==> src/rtl/updi_pkg.sv <==
// Shared UPDI definitions: double-break FSM states, default break length,
// and the counter-width helper used by UPDI timers.
package updi_pkg;

  typedef enum logic [1:0] {
    IDLE   = 2'd0,
    BREAK1 = 2'd1,
    GAP    = 2'd2,
    BREAK2 = 2'd3
  } state_t;

  // Default break phase length in clocks; parents override from clock/baud.
  localparam int UPDI_BREAK_CLK = 10;

  // Counter width able to hold 0..p, never narrower than one bit.
  function automatic int cnt_width(input int p);
    return (p < 2) ? 1 : $clog2(p + 1);
  endfunction

endpackage

==> src/rtl/updi_pulse_timer.sv <==
// Phase timer: counts enabled edges and wraps to zero on the edge that
// completes PULSE_CLK cycles; tc flags that edge. load forces zero.
module updi_pulse_timer
  import updi_pkg::*;
#(
  parameter int PULSE_CLK = UPDI_BREAK_CLK,
  localparam int W = cnt_width(PULSE_CLK)
) (
  input  logic clk,
  input  logic rst,
  input  logic load,
  input  logic en,
  output logic tc
);

  logic [W-1:0] cnt;

  assign tc = en && (cnt == W'(PULSE_CLK - 1));

  // Count while enabled; wrap on terminal count so each phase restarts at 0.
  always_ff @(posedge clk or negedge rst) begin
    if (!rst)       cnt <= '0;
    else if (load)  cnt <= '0;
    else if (en)    cnt <= tc ? '0 : cnt + W'(1);
  end

endmodule

==> src/rtl/updi_double_break.sv <==
// UPDI double break generator: line low, high, low for PULSE_CLK cycles each,
// then released. busy/done/pulse are all registered.
module updi_double_break
  import updi_pkg::*;
#(
  parameter int PULSE_CLK = UPDI_BREAK_CLK
) (
  input  logic clk,
  input  logic rst,
  input  logic start,
  output logic busy,
  output logic done,
  output logic pulse
);

  state_t state, state_n;
  logic   busy_n, done_n, pulse_n;
  logic   tc;

  // Timer held at zero in IDLE so the first busy phase starts from 0.
  updi_pulse_timer #(.PULSE_CLK(PULSE_CLK)) u_timer (
    .clk  (clk),
    .rst  (rst),
    .load (state == IDLE),
    .en   (state != IDLE),
    .tc   (tc)
  );

  // State and registered outputs; reset releases the line.
  always_ff @(posedge clk or negedge rst) begin
    if (!rst) begin
      state <= IDLE;
      busy  <= 1'b0;
      done  <= 1'b0;
      pulse <= 1'b1;
    end else begin
      state <= state_n;
      busy  <= busy_n;
      done  <= done_n;
      pulse <= pulse_n;
    end
  end

  // Next state and next output values; start is ignored outside IDLE.
  always_comb begin
    state_n = state;
    busy_n  = busy;
    done_n  = done;
    pulse_n = pulse;
    case (state)
      IDLE: if (start) begin
        state_n = BREAK1;
        busy_n  = 1'b1;
        pulse_n = 1'b0;
        done_n  = 1'b0;
      end
      BREAK1: if (tc) begin
        state_n = GAP;
        pulse_n = 1'b1;
      end
      GAP: if (tc) begin
        state_n = BREAK2;
        pulse_n = 1'b0;
      end
      BREAK2: if (tc) begin
        state_n = IDLE;
        busy_n  = 1'b0;
        pulse_n = 1'b1;
        done_n  = 1'b1;
      end
      default: begin
        state_n = IDLE;
        busy_n  = 1'b0;
        pulse_n = 1'b1;
      end
    endcase
  end

endmodule

==> config.mk <==
export PLATFORM = sky130hd
export DESIGN_NAME = updi_double_break
export DESIGN_NICKNAME = d
export VERILOG_FILES = /design/src/rtl/updi_pkg.sv /design/src/rtl/updi_pulse_timer.sv /design/src/rtl/updi_double_break.sv
export SDC_FILE = /design/constraint.sdc
export NUM_CORES = 1
export LEC_CHECK = 0
export CORE_AREA = 2 2 39 41
export CTS_CLUSTER_DIAMETER = 60
export DETAILED_ROUTE_END_ITERATION = 16
export DIE_AREA = 0 0 41 43
export MAX_ROUTING_LAYER = met4
export PLACE_DENSITY = 0.57
export SYNTH_ARGS = -nofsm -noshare
export SYNTH_HDL_FRONTEND = slang
export SYNTH_SLANG_ARGS = --single-unit
==> constraint.sdc <==
create_clock -name clk -period 2.3 [get_ports clk]
set_input_delay 0.69 -clock clk [delete_from_list [all_inputs] [get_ports clk]]
set_output_delay 0.69 -clock clk [all_outputs]
set_load 0.02 [all_outputs]
-- Yosys cells after proc, flatten, opt, wreduce, memory -nomap -nowiden
Cells that the tools add are included.
- register bits: 9
- input bits: 3
- output and inout port bits: 3
- multiplexer cells: 15
- reduce and logical (&&, ||, !) cells: 9
- $add $sub $neg: 1
- eq/ne operators: 9
- operators by type and width (cell ; count):
    4-bit 2-to-1 mux ; 3
    2-bit 2-to-1 mux ; 4
    2-bit by 1-bit inequality test with 1-bit output, second input constant ; 4
    2-bit case mux with 4 select lines ; 1
    3-bit AND reduction ; 2
    2-bit nonzero test ; 3
    4-bit by 1-bit adder with 4-bit output, second input constant ; 1
    2-bit equality test, second input constant ; 2
    4-bit equality test, second input constant ; 1
    1-bit 2-to-1 mux ; 4
    1-bit case mux with 2 select lines ; 2
    4-bit AND reduction ; 1
    1-bit case mux with 3 select lines ; 1
    2-bit by 1-bit equality test with 1-bit output, second input constant ; 1
    2-bit logical NOT ; 1
    2-bit inequality test, second input constant ; 1
    2-bit OR reduction ; 1
    1-bit logical AND ; 1

-- Logic depth before layout (Yosys ltp)
- word-level depth: 5
- gate-level depth with buffers: 6

-- Cells and area by module
Synthesis repeated with hierarchy kept, for this count alone.
- cells, all modules: 61
- area, all modules: 590.6 µm²
- modules (own cells, without submodules) (module ; cells an instance ; area an instance (µm²) ; instances):
    updi_double_break ; 35 ; 349.1 ; 1
    updi_pulse_timer ; 26 ; 241.5 ; 1

-- Worst setup path after synthesis
Ideal clock, no wire load.
- path kind: register -> register
- start point: register state[0]
- end point: register state[1]
- slack: 0.480 ns
- clock period less this slack: 1.820 ns
- data arrival time: 1.692 ns
- path buffers: 0
- data required time: 2.172 ns
- stages on the path, launching flop included: 6
- setup time: 0.128 ns
- cell sequence: dfrtp_1 -> inv_1 -> ha_1 -> or4b_4 -> a2bb2oi_4 -> mux2_1
- word-level cells in the longest chain between the ends: 4
- elaborated cells on any way between the ends: 12
- RTL lines (what ; line ; RTL):
    start, declared ; updi_double_break.sv:16 ; state_t state, state_n;
    start signal, assigned ; updi_double_break.sv:37 ; state <= state_n;
    2-bit nonzero test ; updi_double_break.sv:25 ; .en (state != IDLE),
    1-bit logical AND ; updi_pulse_timer.sv:18 ; assign tc = en && (cnt == W'(PULSE_CLK - 1));
    2-bit by 1-bit inequality test with 1-bit output (no line) ; - ;
    4-bit AND reduction (no line) ; - ;
Parallel ways exist; a longest one is shown, timed or not.
A chain may end at the register's enable or synchronous reset.

-- Worst setup path after layout
- start point: register pulse
- end point: output port pulse
- RTL lines (what ; line ; RTL):
    start, declared ; updi_double_break.sv:13 ; output logic pulse
    start signal, assigned ; updi_double_break.sv:40 ; pulse <= pulse_n;
No word-level cell between the ends.

==> key figures <==
Die
  – Starting density of the core: 39.2%
  – Die Wd: 41 µm
  – CORE AREA: between 1000 and 1500 µm²
  – Site Rows: 14
  – Die area: roughly 1800 µm²
  – Die extent in y: 43 µm
  – Count of boundary I/O pins: 6

Clock network
  – Post-CTS repair timing setup buffer count: 0
  – Post-CTS resize count: 0
  – Max Buffers Root-to-Sink: 2
  – CTS sink count: 9
  – Root buffer selected by CTS: sky130_fd_sc_hd__clkbuf_4
  – Clock transition at the register clock pins on the worst setup and hold paths after CTS: around 0.060 ns
  – TritonCTS Buffers: 3
  – Clock insertion delay at the later pin of the skew report: 0.26 ns
  – TritonCTS clock tree: built
  – CTS H-tree lvls: 1
  – Post-CTS Hold Buffers: 0

Critical path
  – R2R cell count: 5
  – Required arrival time at the worst endpoint: 1.61 ns
  – Cells along the critical path: clkdlybuf4s50_1
  – Category of the most critical setup path: register to output port
  – Critical-path maximum fanout: 3
  – Category of the worst setup path capture point: output port
  – FF-to-FF End: state[1]
  – Cell count along the critical path: 1
  – Flop-to-flop setup slack: 0.40 ns
  – Slowest stage delay, CP: 0.59 ns
  – Nature of the critical path startpoint: register
  – Cell at the slowest stage of the critical path: sky130_fd_sc_hd__clkdlybuf4s50_1
  – Crit path from: pulse
  – Worst reg2reg startpoint: state[0]
  – CP Capture Point: pulse
  – Number of buffers and inverters on the critical path: 1
  – Critical Path AT: 1.39 ns
  – Family with the most delay on the worst path: buffers and inverters

Flow run
  – Max-capacitance violation count: 0

Synthesis
  – Synth unique cells: 21
  – Post-synthesis cell area: 543 µm²
  – Average footprint of a synthesized cell: about 11 µm²
  – Synthesized netlist net count: 61
  – Gate Count Post-Synth: 51
  – Cell types with the largest area share after synthesis: sky130_fd_sc_hd__dfrtp_1 (37%), sky130_fd_sc_hd__ha_1 (16%), sky130_fd_sc_hd__a2bb2oi_4 (4.8%), sky130_fd_sc_hd__dfstp_2 (4.8%), sky130_fd_sc_hd__nor3_1 (4.6%)
  – Seq cells post-synth: 9
  – Count of yosys warnings during synthesis: 0
  – Most area-hungry cell type in the Yosys netlist: sky130_fd_sc_hd__dfrtp_1
  – Area share of the leading cell type in the synthesized netlist: 36.9%
  – Seq/Total Area, Yosys: 41.7%

STA
  – Worst clock skew on the final layout: 0.00107 ns
  – Worst-Margin Slew: 0.396 ns
  – Final setup violation count: 0
  – Endpoints failing hold: 0
  – Share of the clock period used by the worst path after layout: 90.5%
  – Highest Clock Rate: 480 MHz
  – Total Neg Setup Slack: 0 ns
  – Setup repair after global routing missed its margin: no
  – Min Tclk post-route: ~2.1 ns
  – Slew Viols, Final: 0
  – Slew HR: 73.5%

Global route
  – Total global routing overflow: 0
  – Number of antenna violations at the first check in global routing: 0
  – Vias in the first global route: 366
  – First-pass GRT wire length: 1500 µm
  – Largest net degree at the start of global routing: 10
  – Aggregate global-route resource usage: 13.5%

Pwr
  – Cell Pwr Density: 1260 nW/µm²
  – Worst ir drop on vdd: 0.529 mV
  – Logic pwr share: 51.0%
  – Internal power component: 489 µW
  – Sw Pwr: between 300 and 400 µW
  – Leakage: 0.000291 µW
  – Switching share of power: between 30% and 40%
  – Fraction of power consumed by the clock network: 14.9%
  – Sequential fraction of design power: 34.1%

Placement
  – Final weighted congestion of routability-driven global placement: 0.693
  – Post-detail-place hpwl: 665 µm
  – Port buffer count: 5
  – Total placed cells including tap cells: 70

Detailed routing
  – Initial detailed-routing violation count: 4
  – Vias after detailed routing: 372
  – Initial DRT Pass Iterations: 4
  – Total length of routed wires: between 800 and 900 µm
  – Post-route antenna net violation count: 0
  – DRC viols: 0
  – Via density: 5.03
  – Routed WL per cell: 11.6 µm

Layout
  – Cell Count, Final, Fillers Out: 74
  – Multi-input gate area: 287 µm²
  – Final-layout fill cell count: 136
  – Storage cell area: 226 µm²
  – Post-layout net count: 69
  – Antenna diodes: 0
  – Fraction of final layout cells with drive strength greater than 1: 13.8%
  – Area growth from synthesis to layout: 16.6%

Min path
  – Worst Hold Class: register to register
  – Hold wc startpoint: u_timer.cnt[0]

Outcome
  – Result of the run: finished, final reports clean
-- metrics by stage --
step,hold slack (ns),util (%),worst slack (ns),power [µW],area [µm²]
2_1_floorplan,0.394,-,0.480,597,543
4_1_cts,0.525,45.8,0.211,816,633
6_report,0.522,45.8,0.218,800,633
5_1_grt,0.559,45.8,0.174,887,633
3_3_place_gp,0.511,43.8,0.0327,684,606
3_5_place_dp,0.516,43.8,0.0159,688,606
-- worst min-delay path by stage --
stage | end | slack (ns) | cells after the start
after floorplan | busy | 0.39 | 0
after global placement | u_timer.cnt[0] | 0.51 | 1
after detailed placement | u_timer.cnt[0] | 0.52 | 1
after CTS | u_timer.cnt[0] | 0.53 | 1
after global routing | u_timer.cnt[0] | 0.56 | 1
final | u_timer.cnt[0] | 0.52 | 1
-- power by group through the flow --
stage	clock network, µW	logic (µW)	registers [µW]
after floorplan	0	322	275
after global placement	0	409	275
after detailed placement	0	412	277
after CTS	126	415	275
after global routing	134	467	286
final	119	408	273
-- sequential cells by signal (all words and copies together) (netlist names) --
signal       flops
u_timer.cnt      4
state            2
busy             1
done             1
pulse            1
-- layout by cell type, fill, tap and decap left out, types with 2 or more instances in the layout --
cell / n
sky130_fd_sc_hd__nor2_1: 2
sky130_fd_sc_hd__a21oi_1: 2
sky130_fd_sc_hd__clkbuf_4: 3
sky130_fd_sc_hd__and3b_1: 2
sky130_fd_sc_hd__inv_1: 6
sky130_fd_sc_hd__o21ai_0: 5
sky130_fd_sc_hd__clkdlybuf4s50_1: 5
sky130_fd_sc_hd__ha_1: 7
sky130_fd_sc_hd__nor3_1: 5
sky130_fd_sc_hd__dfrtp_1: 8
-- metal layers --
metal / up-vias / track usage [%] / wire, µm
met5: - / - / 0
met4: 0 / 4.00 / 6
met2: 8 / 19.7 / 409
met1: 171 / 15.3 / 397
met3: 2 / 7.85 / 46
li1: 191 / - / -
-- cells in the mapped netlist, drive strengths merged --
cell type / instances
or4b: 1
nor3: 5
clkbuf: 2
inv: 6
nor2: 2
and3b: 2
a2bb2oi: 1
a21oi: 2
or3b: 1
dfrtp: 8
a22o: 1
o21ai: 5
a21boi: 1
mux2i: 1
dfstp: 1
nand2: 1
ha: 7
mux2: 1
xnor2: 1
nor3b: 1
o21bai: 1
-- final cells by class --
class	count	area share (%)
clock buffer	3	3.56
clock inverter	1	0.791
inverter	6	3.56
multi-input combinational	34	45.3
sequential	9	35.8
tap	16	3.16
timing repair buffer	5	7.91
-- kinds of logic (layout without fill, tap and decap cells) --
group,after synthesis,after routing,share of synthesized area (%)
adders and majority gates,7,7,16.1
DFF,9,9,41.7
and+or+nand+nor,13,13,15.4
AOI/OAI and AO/OA,11,11,15.7
muxes,2,2,3.92
xor gates and xnor gates,1,1,1.61
buffers and inverters,8,15,5.53
No activity file was read; power rests on OpenSTA's default activity.
